===== config.mk =====
export PLATFORM = sky130hd
export DESIGN_NAME = lm_sm_sequencer
export DESIGN_NICKNAME = d
export VERILOG_FILES = /design/src/rtl/riscv_ctrl_pkg.sv /design/src/rtl/lowest_set_bit_enc.sv /design/src/rtl/lm_sm_sequencer.sv
export SDC_FILE = /design/constraint.sdc
export NUM_CORES = 1
export LEC_CHECK = 0
export CAP_MARGIN = 5
export CORE_ASPECT_RATIO = 0.75
export CORE_MARGIN = 10
export CORE_UTILIZATION = 40
export CTS_CLUSTER_DIAMETER = 100
export CTS_CLUSTER_SIZE = 12
export DETAILED_ROUTE_END_ITERATION = 8
export GPL_TIMING_DRIVEN = 0
export HOLD_SLACK_MARGIN = 0.06
export PLACE_DENSITY_LB_ADDON = 0.25
export SYNTH_ARGS = -nofsm -noshare
export SYNTH_HDL_FRONTEND = slang
export SYNTH_SLANG_ARGS = --single-unit

===== constraint.sdc =====
create_clock -name clk -period 2.7 [get_ports clk]
set_clock_uncertainty 0.1 [all_clocks]
set_input_delay 0.54 -clock clk [delete_from_list [all_inputs] [get_ports clk]]
set_output_delay 0.54 -clock clk [all_outputs]
set_load 0.1 [all_outputs]

===== src/rtl/riscv_ctrl_pkg.sv =====
// Control constants shared by the IITB-RISC control path: sequencer state
// encoding, ALU operation codes and default datapath sizes.
package riscv_ctrl_pkg;

  localparam int NUM_REGS_DEF  = 8;
  localparam int REG_IDX_W_DEF = 3;
  localparam int ADDR_W_DEF    = 16;

  typedef enum logic [1:0] {
    ST_IDLE = 2'd0,
    ST_XFER = 2'd1,
    ST_DONE = 2'd2
  } seq_state_e;

  localparam logic [1:0] ALUOP_ADDTYPE = 2'b00;
  localparam logic [1:0] ALUOP_NAND    = 2'b01;
  localparam logic [1:0] ALUOP_ADD     = 2'b10;
  localparam logic [1:0] ALUOP_SUB     = 2'b11;

endpackage


===== src/rtl/lowest_set_bit_enc.sv =====
// Combinational priority encoder: index of the lowest set bit of a mask,
// plus a valid flag that is low when the mask is empty.
module lowest_set_bit_enc #(
  parameter int NUM_REGS  = 8,
  parameter int REG_IDX_W = 3
) (
  input  logic [NUM_REGS-1:0]  mask,
  output logic [REG_IDX_W-1:0] idx,
  output logic                 vld
);

  // Scan downward so the lowest set bit is the last one to win.
  always_comb begin
    idx = '0;
    vld = 1'b0;
    for (int i = NUM_REGS - 1; i >= 0; i--) begin
      if (mask[i]) begin
        idx = REG_IDX_W'(i);
        vld = 1'b1;
      end
    end
  end

endmodule


===== src/rtl/lm_sm_sequencer.sv =====
// LM/SM sequencer: walks a register mask from R0 upward, issuing one memory
// transfer per set bit and stepping the address through the shared ALU.
module lm_sm_sequencer
  import riscv_ctrl_pkg::*;
#(
  parameter int NUM_REGS  = NUM_REGS_DEF,
  parameter int REG_IDX_W = REG_IDX_W_DEF,
  parameter int ADDR_W    = ADDR_W_DEF
) (
  input  logic                 clk,
  input  logic                 reset,
  input  logic                 start,
  input  logic                 is_store,
  input  logic [NUM_REGS-1:0]  reg_list,
  input  logic [ADDR_W-1:0]    base_addr,
  input  logic                 mem_ready,
  input  logic [ADDR_W-1:0]    alu_result,
  output logic                 busy,
  output logic                 done,
  output logic [REG_IDX_W-1:0] reg_idx,
  output logic [ADDR_W-1:0]    mem_addr,
  output logic                 mem_rd,
  output logic                 mem_wr,
  output logic                 rf_wr,
  output logic [1:0]           aluop,
  output logic [ADDR_W-1:0]    alu_a,
  output logic [ADDR_W-1:0]    alu_b
);

  seq_state_e           state;
  logic [NUM_REGS-1:0]  pending;
  logic                 store;
  logic [NUM_REGS-1:0]  pending_clr;
  logic [NUM_REGS-1:0]  next_mask;
  logic [REG_IDX_W-1:0] next_idx;
  logic                 next_vld;

  // reg_idx always names the lowest pending bit while in XFER, so clearing it
  // retires the current transfer; one encoder serves both start and advance.
  assign pending_clr = pending & ~(NUM_REGS'(1) << reg_idx);
  assign next_mask   = (state == ST_IDLE) ? reg_list : pending_clr;

  lowest_set_bit_enc #(
    .NUM_REGS  (NUM_REGS),
    .REG_IDX_W (REG_IDX_W)
  ) u_enc (
    .mask (next_mask),
    .idx  (next_idx),
    .vld  (next_vld)
  );

  assign rf_wr = (state == ST_XFER) && mem_ready && !store;

  always_ff @(posedge clk) begin
    if (reset) begin
      state    <= ST_IDLE;
      pending  <= '0;
      store    <= 1'b0;
      busy     <= 1'b0;
      done     <= 1'b0;
      reg_idx  <= '0;
      mem_addr <= '0;
      mem_rd   <= 1'b0;
      mem_wr   <= 1'b0;
      aluop    <= ALUOP_ADDTYPE;
      alu_a    <= '0;
      alu_b    <= '0;
    end else begin
      case (state)
        ST_IDLE: begin
          busy <= 1'b0;
          done <= 1'b0;
          if (start) begin
            busy <= 1'b1;
            if (next_vld) begin
              state    <= ST_XFER;
              pending  <= reg_list;
              store    <= is_store;
              reg_idx  <= next_idx;
              mem_addr <= base_addr;
              mem_rd   <= !is_store;
              mem_wr   <= is_store;
              aluop    <= ALUOP_ADD;
              alu_a    <= base_addr;
              alu_b    <= ADDR_W'(1);
            end else begin
              state <= ST_DONE;
              done  <= 1'b1;
            end
          end
        end
        ST_XFER: begin
          if (mem_ready) begin
            pending  <= pending_clr;
            mem_addr <= alu_result;
            alu_a    <= alu_result;
            reg_idx  <= next_idx;
            if (!next_vld) begin
              state    <= ST_DONE;
              done     <= 1'b1;
              reg_idx  <= '0;
              mem_addr <= '0;
              mem_rd   <= 1'b0;
              mem_wr   <= 1'b0;
              aluop    <= ALUOP_ADDTYPE;
              alu_a    <= '0;
              alu_b    <= '0;
            end
          end
        end
        ST_DONE: begin
          state <= ST_IDLE;
          busy  <= 1'b0;
          done  <= 1'b0;
        end
        default: begin
          state    <= ST_IDLE;
          busy     <= 1'b0;
          done     <= 1'b0;
          reg_idx  <= '0;
          mem_addr <= '0;
          mem_rd   <= 1'b0;
          mem_wr   <= 1'b0;
          aluop    <= ALUOP_ADDTYPE;
          alu_a    <= '0;
          alu_b    <= '0;
        end
      endcase
    end
  end

endmodule


-- Word-level counts from Yosys, hierarchy flattened
Index checks and enable logic that the tools add are counted.
- register bits after elaboration: 52
- bits of input ports: 45
- output and inout port bits: 58
- logic and storage cells: 94
- eq/ne operators: 6
- shifts and indexed selects: 1
- multiplexer cells: 61
- bitwise operators: 3
- reductions and logical operators: 12
- operators with widths (kind ; count):
    two-way mux 16 bit ; 8
    one-hot mux 16 bit (3 select lines) ; 2
    two-way mux 3 bit ; 12
    two-way mux 8 bit ; 4
    two-way mux 1 bit ; 19
    two-way mux 2 bit ; 8
    one-hot mux 8 bit (2 select lines) ; 1
    one-hot mux 3 bit (3 select lines) ; 1
    bitwise AND 8 bit ; 1
    inequality test 2 bit, second input constant ; 4
    NOT 8 bit ; 1
    AND reduction 4 bit ; 2
    left shift 1 x 3 -> 8 bit, first input constant ; 1
    one-hot mux 1 bit (3 select lines) ; 2
    one-hot mux 2 bit (3 select lines) ; 1
    AND reduction 3 bit ; 2
    AND reduction 5 bit ; 1
    one-hot mux 1 bit (2 select lines) ; 2
    one-hot mux 2 bit (2 select lines) ; 1
    == test 2 x 1 -> 1 bit, second input constant ; 1
    == test 2 bit, second input constant ; 1
    logical AND 1 bit ; 2
    logical NOT 1 bit ; 2
    logical NOT 2 bit ; 1
    3 further kinds ; 3

-- Depth between registers and ports, before layout
- word-level depth: 15
- depth in mapped cells: 9
- mapped depth without buffers: 6

-- Modules after synthesis
A second synthesis with hierarchy kept.
- cell total of the unflattened synthesis: 236
- area total of the unflattened synthesis: 2072.0 µm²
- by module, submodules not included (module ; times used ; cells each ; area each (µm²) ; seq. area each (µm²)):
    lm_sm_sequencer ; 1 ; 223 ; 1991.9 ; 700.7
    lowest_set_bit_enc ; 1 ; 13 ; 80.1 ; 0.0

-- Least setup slack after synthesis
No wires, ideal clock.
- path kind: reg-to-reg
- start: register reg_idx[0]
- end: register alu_a[0]
- setup time: 0.122 ns
- data arrival time: 2.848 ns
- data required time: 2.478 ns
- slack: -0.370 ns
- stages on the path, launching flop included: 10
- buffers on the path: 3
- period minus slack after synthesis: 3.070 ns
- cells stage by stage: dfxtp_1 buf_2 mux2_1 o22ai_1 a31oi_1 o211a_1 and3b_1 buf_6 buf_6 a221o_1
- cells in the longest elaborated chain, start to end: 15
- elaborated cells on any way between the ends: 17
- those cells by class: eq/ne (1); shift (1); mux (12); bitwise (2); reduce/logical (1)
- RTL lines (item ; line ; RTL):
    from (decl) ; lm_sm_sequencer.sv:20 ; output logic [REG_IDX_W-1:0] reg_idx,
    from (signal assigned) ; lm_sm_sequencer.sv:79 ; reg_idx <= next_idx;
    from (signal assigned) ; lm_sm_sequencer.sv:97 ; reg_idx <= next_idx;
    left shift 1 x 3 -> 8 bit * ; lm_sm_sequencer.sv:40 ; assign pending_clr = pending & ~(NUM_REGS'(1) << reg_idx);
    NOT 8 bit * ; lm_sm_sequencer.sv:40 ;
    bitwise AND 8 bit * ; lm_sm_sequencer.sv:40 ;
    two-way mux 8 bit * ; lm_sm_sequencer.sv:41 ; assign next_mask = (state == ST_IDLE) ? reg_list : pending_clr;
    two-way mux 1 bit (7 in a row) ; lowest_set_bit_enc.sv:17 ; if (mask[i]) begin
    two-way mux 1 bit * ; lowest_set_bit_enc.sv:17 ;
    two-way mux 16 bit ; lm_sm_sequencer.sv:98 ; if (!next_vld) begin
    two-way mux 16 bit ; lm_sm_sequencer.sv:93 ; if (mem_ready) begin
    one-hot mux 16 bit (3 select lines) ; lm_sm_sequencer.sv:69 ; case (state)
    to (signal assigned) ; lm_sm_sequencer.sv:84 ; alu_a <= base_addr;
    to (signal assigned) ; lm_sm_sequencer.sv:96 ; alu_a <= alu_result;
    to (decl) ; lm_sm_sequencer.sv:26 ; output logic [ADDR_W-1:0] alu_a,
Mark *: on every way between the ends. The rest lies on a longest branch, timed or not. The select of a mux whose other input is x is not followed.
A chain may end at the register's enable or synchronous reset.

-- Worst setup path after layout
- start: input port reg_list[4]
- end: register alu_a[7]
- cells in the longest elaborated chain, start to end: 9
- elaborated cells on any way between the ends: 11
- those cells by class: eq/ne (1); mux (9); reduce/logical (1)
- RTL lines (item ; line ; RTL):
    from (decl) ; lm_sm_sequencer.sv:14 ; input logic [NUM_REGS-1:0] reg_list,
    two-way mux 8 bit * ; lm_sm_sequencer.sv:41 ;
    two-way mux 1 bit * (5 in a row) ; lowest_set_bit_enc.sv:17 ;
    two-way mux 16 bit ; lm_sm_sequencer.sv:98 ;
    two-way mux 16 bit ; lm_sm_sequencer.sv:93 ;
    one-hot mux 16 bit (3 select lines) ; lm_sm_sequencer.sv:69 ;
Marked as above.

==> summary.txt <==
Finish
  – Nets: 404
  – Layout cells sized above 1: 17.50%
  – N_diodes: 0
  – Area Growth Syn to Fin: 55.49%
  – Fin cells: 420
  – Post-layout util: about two thirds

Logic synthesis
  – #FFs+latches synth: 35
  – Mapped Cells: 251
  – Netlist cell types: between 40 and 50
  – Async SR Flop Fraction: 0%
  – Post-synth EDFFs: 0
  – Post-synth top area cell: dfxtp_1
  – Mapped cell area: 2074 µm²
  – Post-synth top area share: 33.78%
  – Count leader, synth: dfxtp_1
  – Ys flop type: dfxtp_1
  – Mapped Avg Cell Area: 8.265 µm²
  – Post-synth top cells: dfxtp_1 (35), buf_4 (33), nor2_1 (26)
  – Ys Warns: 0
  – Top cells by area, synth: dfxtp_1 (34%), buf_4 (12%), a221o_1 (7.7%)
  – Post-synthesis sequential area ratio: between 30% and 40%

CTS
  – CTS tree: done
  – Clock Tree Root: clkbuf_8
  – CTS buffer count: 5
  – Clk slew on worst S/H paths: around 0.080 ns
  – Clk Latency, worst-skew pair: 0.29 ns
  – CTS Buffer Depth: 2
  – H-Tree Depth: 2
  – Postcts setup bufs: 0
  – Clock sinks: 35

Global routing
  – Initial antenna violation count: 0
  – GRT Total Usage: roughly 15%
  – Global route overflow: 0
  – Largest net degree at the start of global routing: 13
  – First-pass GRT wire length: 10220 µm
  – Vias in the first global route: 1990

Setup path
  – Worst reg2reg path endpoint: alu_a[7]$_SDFFE_PP0P_
  – CP max stage cell: or4_4
  – CP required: 2.78 ns
  – CP max FO: 10
  – Family with the most delay on the worst path: simple AND/OR/NAND/NOR gates
  – CP Data Arrival Time: 2.67 ns
  – R2R Setup Slk: approximately 0.13 ns
  – Startpoint types: input port
  – R2R Path Start: reg_idx[0]$_SDFFE_PP0P_
  – CP peak stage delay: between 0.5 and 0.6 ns
  – Classification of the worst setup path: input port to flop
  – Worst Reg-to-Reg Cells: 9
  – Worst path cell trace: dlygate4sd2_1, or4_4, nor2_4, a31oi_1, o211a_1, and3b_1, buf_6, buf_6, a221o_1
  – Most frequent CP cell: buf_6
  – Buf+Inv Stages, Crit Path: 3
  – Critical path capture point type: flop

Floorplanning
  – Die H: 82.37 µm
  – Die Area: 8496 µm²
  – Die Wd: 103.2 µm
  – Core area: 4955 µm²
  – Initial Util: approximately two fifths
  – Row cnt: 22
  – IO Pins: roughly 100

Placement
  – Port Buffer Count: 86
  – Placement Setup Slack: -0.5045 ns
  – HPWL after detailed placement: between 5000 and 6000 µm
  – Dpl cells: 412
  – Gpl congestion: about 0.91

Timing
  – Slew Viols, Final: 0
  – Slew @ Worst Pin: 1.020 ns
  – Setup_tns: 0 ns
  – FMAX: between 0.3 and 0.4 GHz
  – Fin crit share: 96.11%
  – Final Critical Period: 2.595 ns
  – # setup viols final: 0
  – Final WS setup: ~0.11 ns
  – Hold Fails Final Rpt: 0
  – Worst hold margin: ~0.37 ns
  – Slew headroom: 31.82%

Route
  – Post-DR vias/cell: around 5.2
  – Wire per inst: 16.07 µm
  – Antenna Violating Nets Remaining: 0
  – Via count: 2187
  – DR iter-0 viols: 177
  – Wirelength, routed: 6751 µm
  – Initial DRT Pass Iterations: 4
  – Drt drc: 0

Min path
  – Hold endpoint: store$_SDFFE_PP0P_
  – Hold path startpoint: store$_SDFFE_PP0P_
  – Hold Crit Class: flop to flop
  – Worst Hold Path Cells: 2

Pwr
  – Sw frac: 50.65%
  – P_int: 1.270 mW
  – Peak supply drop: 0.3546 mV
  – Clock power frac: 18.5%
  – Power share of the sequential group: 25.1%
  – Leakage: 1.321 nW
  – Combinational fraction of design power: 56.4%
  – PwrDens: 798.1 nW/µm²
  – P_sw: 1.304 mW

Outcome
  – Status: complete, no violations

Flow run
  – Max_cap viols: 0
==> power by group through the flow <==
stage	Sequential [mW]	Combinational, mW	Clock (mW)
3_5_place_dp	0.657	1.44	0
5_1_grt	0.656	1.51	0.509
4_1_cts	0.646	1.45	0.488
3_3_place_gp	0.655	1.43	0
6_report	0.646	1.45	0.477
2_1_floorplan	1.02	0.748	0
==> worst max-delay path by stage <==
stage                                  from                      to  cells past startpoint
CTS                             reg_list[7]   alu_a[7]$_SDFFE_PP0P_                      9
global route                          start   alu_a[7]$_SDFFE_PP0P_                      7
detailed placement              reg_list[7]  alu_a[15]$_SDFFE_PP0P_                      8
finish                          reg_list[4]   alu_a[7]$_SDFFE_PP0P_                      9
global placement                reg_list[7]   alu_a[7]$_SDFFE_PP0P_                      8
floorplan           reg_idx[1]$_SDFFE_PP0P_   alu_a[0]$_SDFFE_PP0P_                      9
==> stage by stage <==
step / total power [mW] / instance area, µm²
after floorplan: 1.764 / 2137
after global placement: 2.086 / 3073
after detailed placement: 2.096 / 3073
after CTS: 2.579 / 3208
after global routing: 2.673 / 3226
final: 2.574 / 3226
==> worst min-delay path: cells and delay by family (launching register included) <==
kind | cells | cell delay (ns)
flops | 1 | 0.32
compound gates | 1 | 0.05
simple gates | 1 | 0.05
==> what timing repair did <==
action	CTS	global route
resized for setup	12	3
pin swaps	2	1
hold buffers	0	0
setup endpoints to repair	18	10
==> final cells by class <==
| class | instances | area [µm²] |
|---|---|---|
| Fill cell | 438 | 1729 |
| Inverter | 3 | 11.26 |
| Timing Repair Buffer | 86 | 860.8 |
| Tap cell | 60 | 75.07 |
| Sequential cell | 35 | 706.9 |
| Buffer | 46 | 317.8 |
| Multi-Input combinational cell | 182 | 1141 |
| Clock inverter | 3 | 43.79 |
| Clock buffer | 5 | 68.82 |
==> sequential cells by signal (all words and copies together) (netlist names) <==
signal and count:
mem_wr 1, reg_idx 3, alu_b 1, store 1, done 1, alu_a 16, mem_rd 1, state 2
busy 1, pending 8
==> per-layer routing <==
layer  global-route usage, %  part of all wire (%)  up-vias
met5                       0                     0        -
met4                   5.125                   1.1        0
met3                   4.066                   9.9        4
met2                   22.93                    45       89
met1                   20.34                    44     1018
li1                        -                     -     1076
==> kinds of logic (layout without fill, tap and decap cells) <==
group / count (synthesis) / after routing / synth area share, %
compound gates: 76 / 76 / 25.87
buf+inv: 49 / 143 / 15.86
flops: 35 / 35 / 33.78
mux: 7 / 7 / 3.799
other cells: 1 / 16 / 0.1808
simple gates: 83 / 83 / 20.51
==> placed cells by master (no fill, tap or decap), types with 4 or more instances in the layout <==
cell	instances
nor2_1	24
clkbuf_8	5
buf_2	5
nor3_1	4
clkdlybuf4s50_1	81
buf_4	33
o21ai_0	19
nand2_1	17
a221o_1	16
nand2b_1	4
a21oi_1	13
clkbuf_1	6
conb_1	16
and2_1	17
dfxtp_1	32
o211ai_1	4
(Power assumes the default switching activity.)
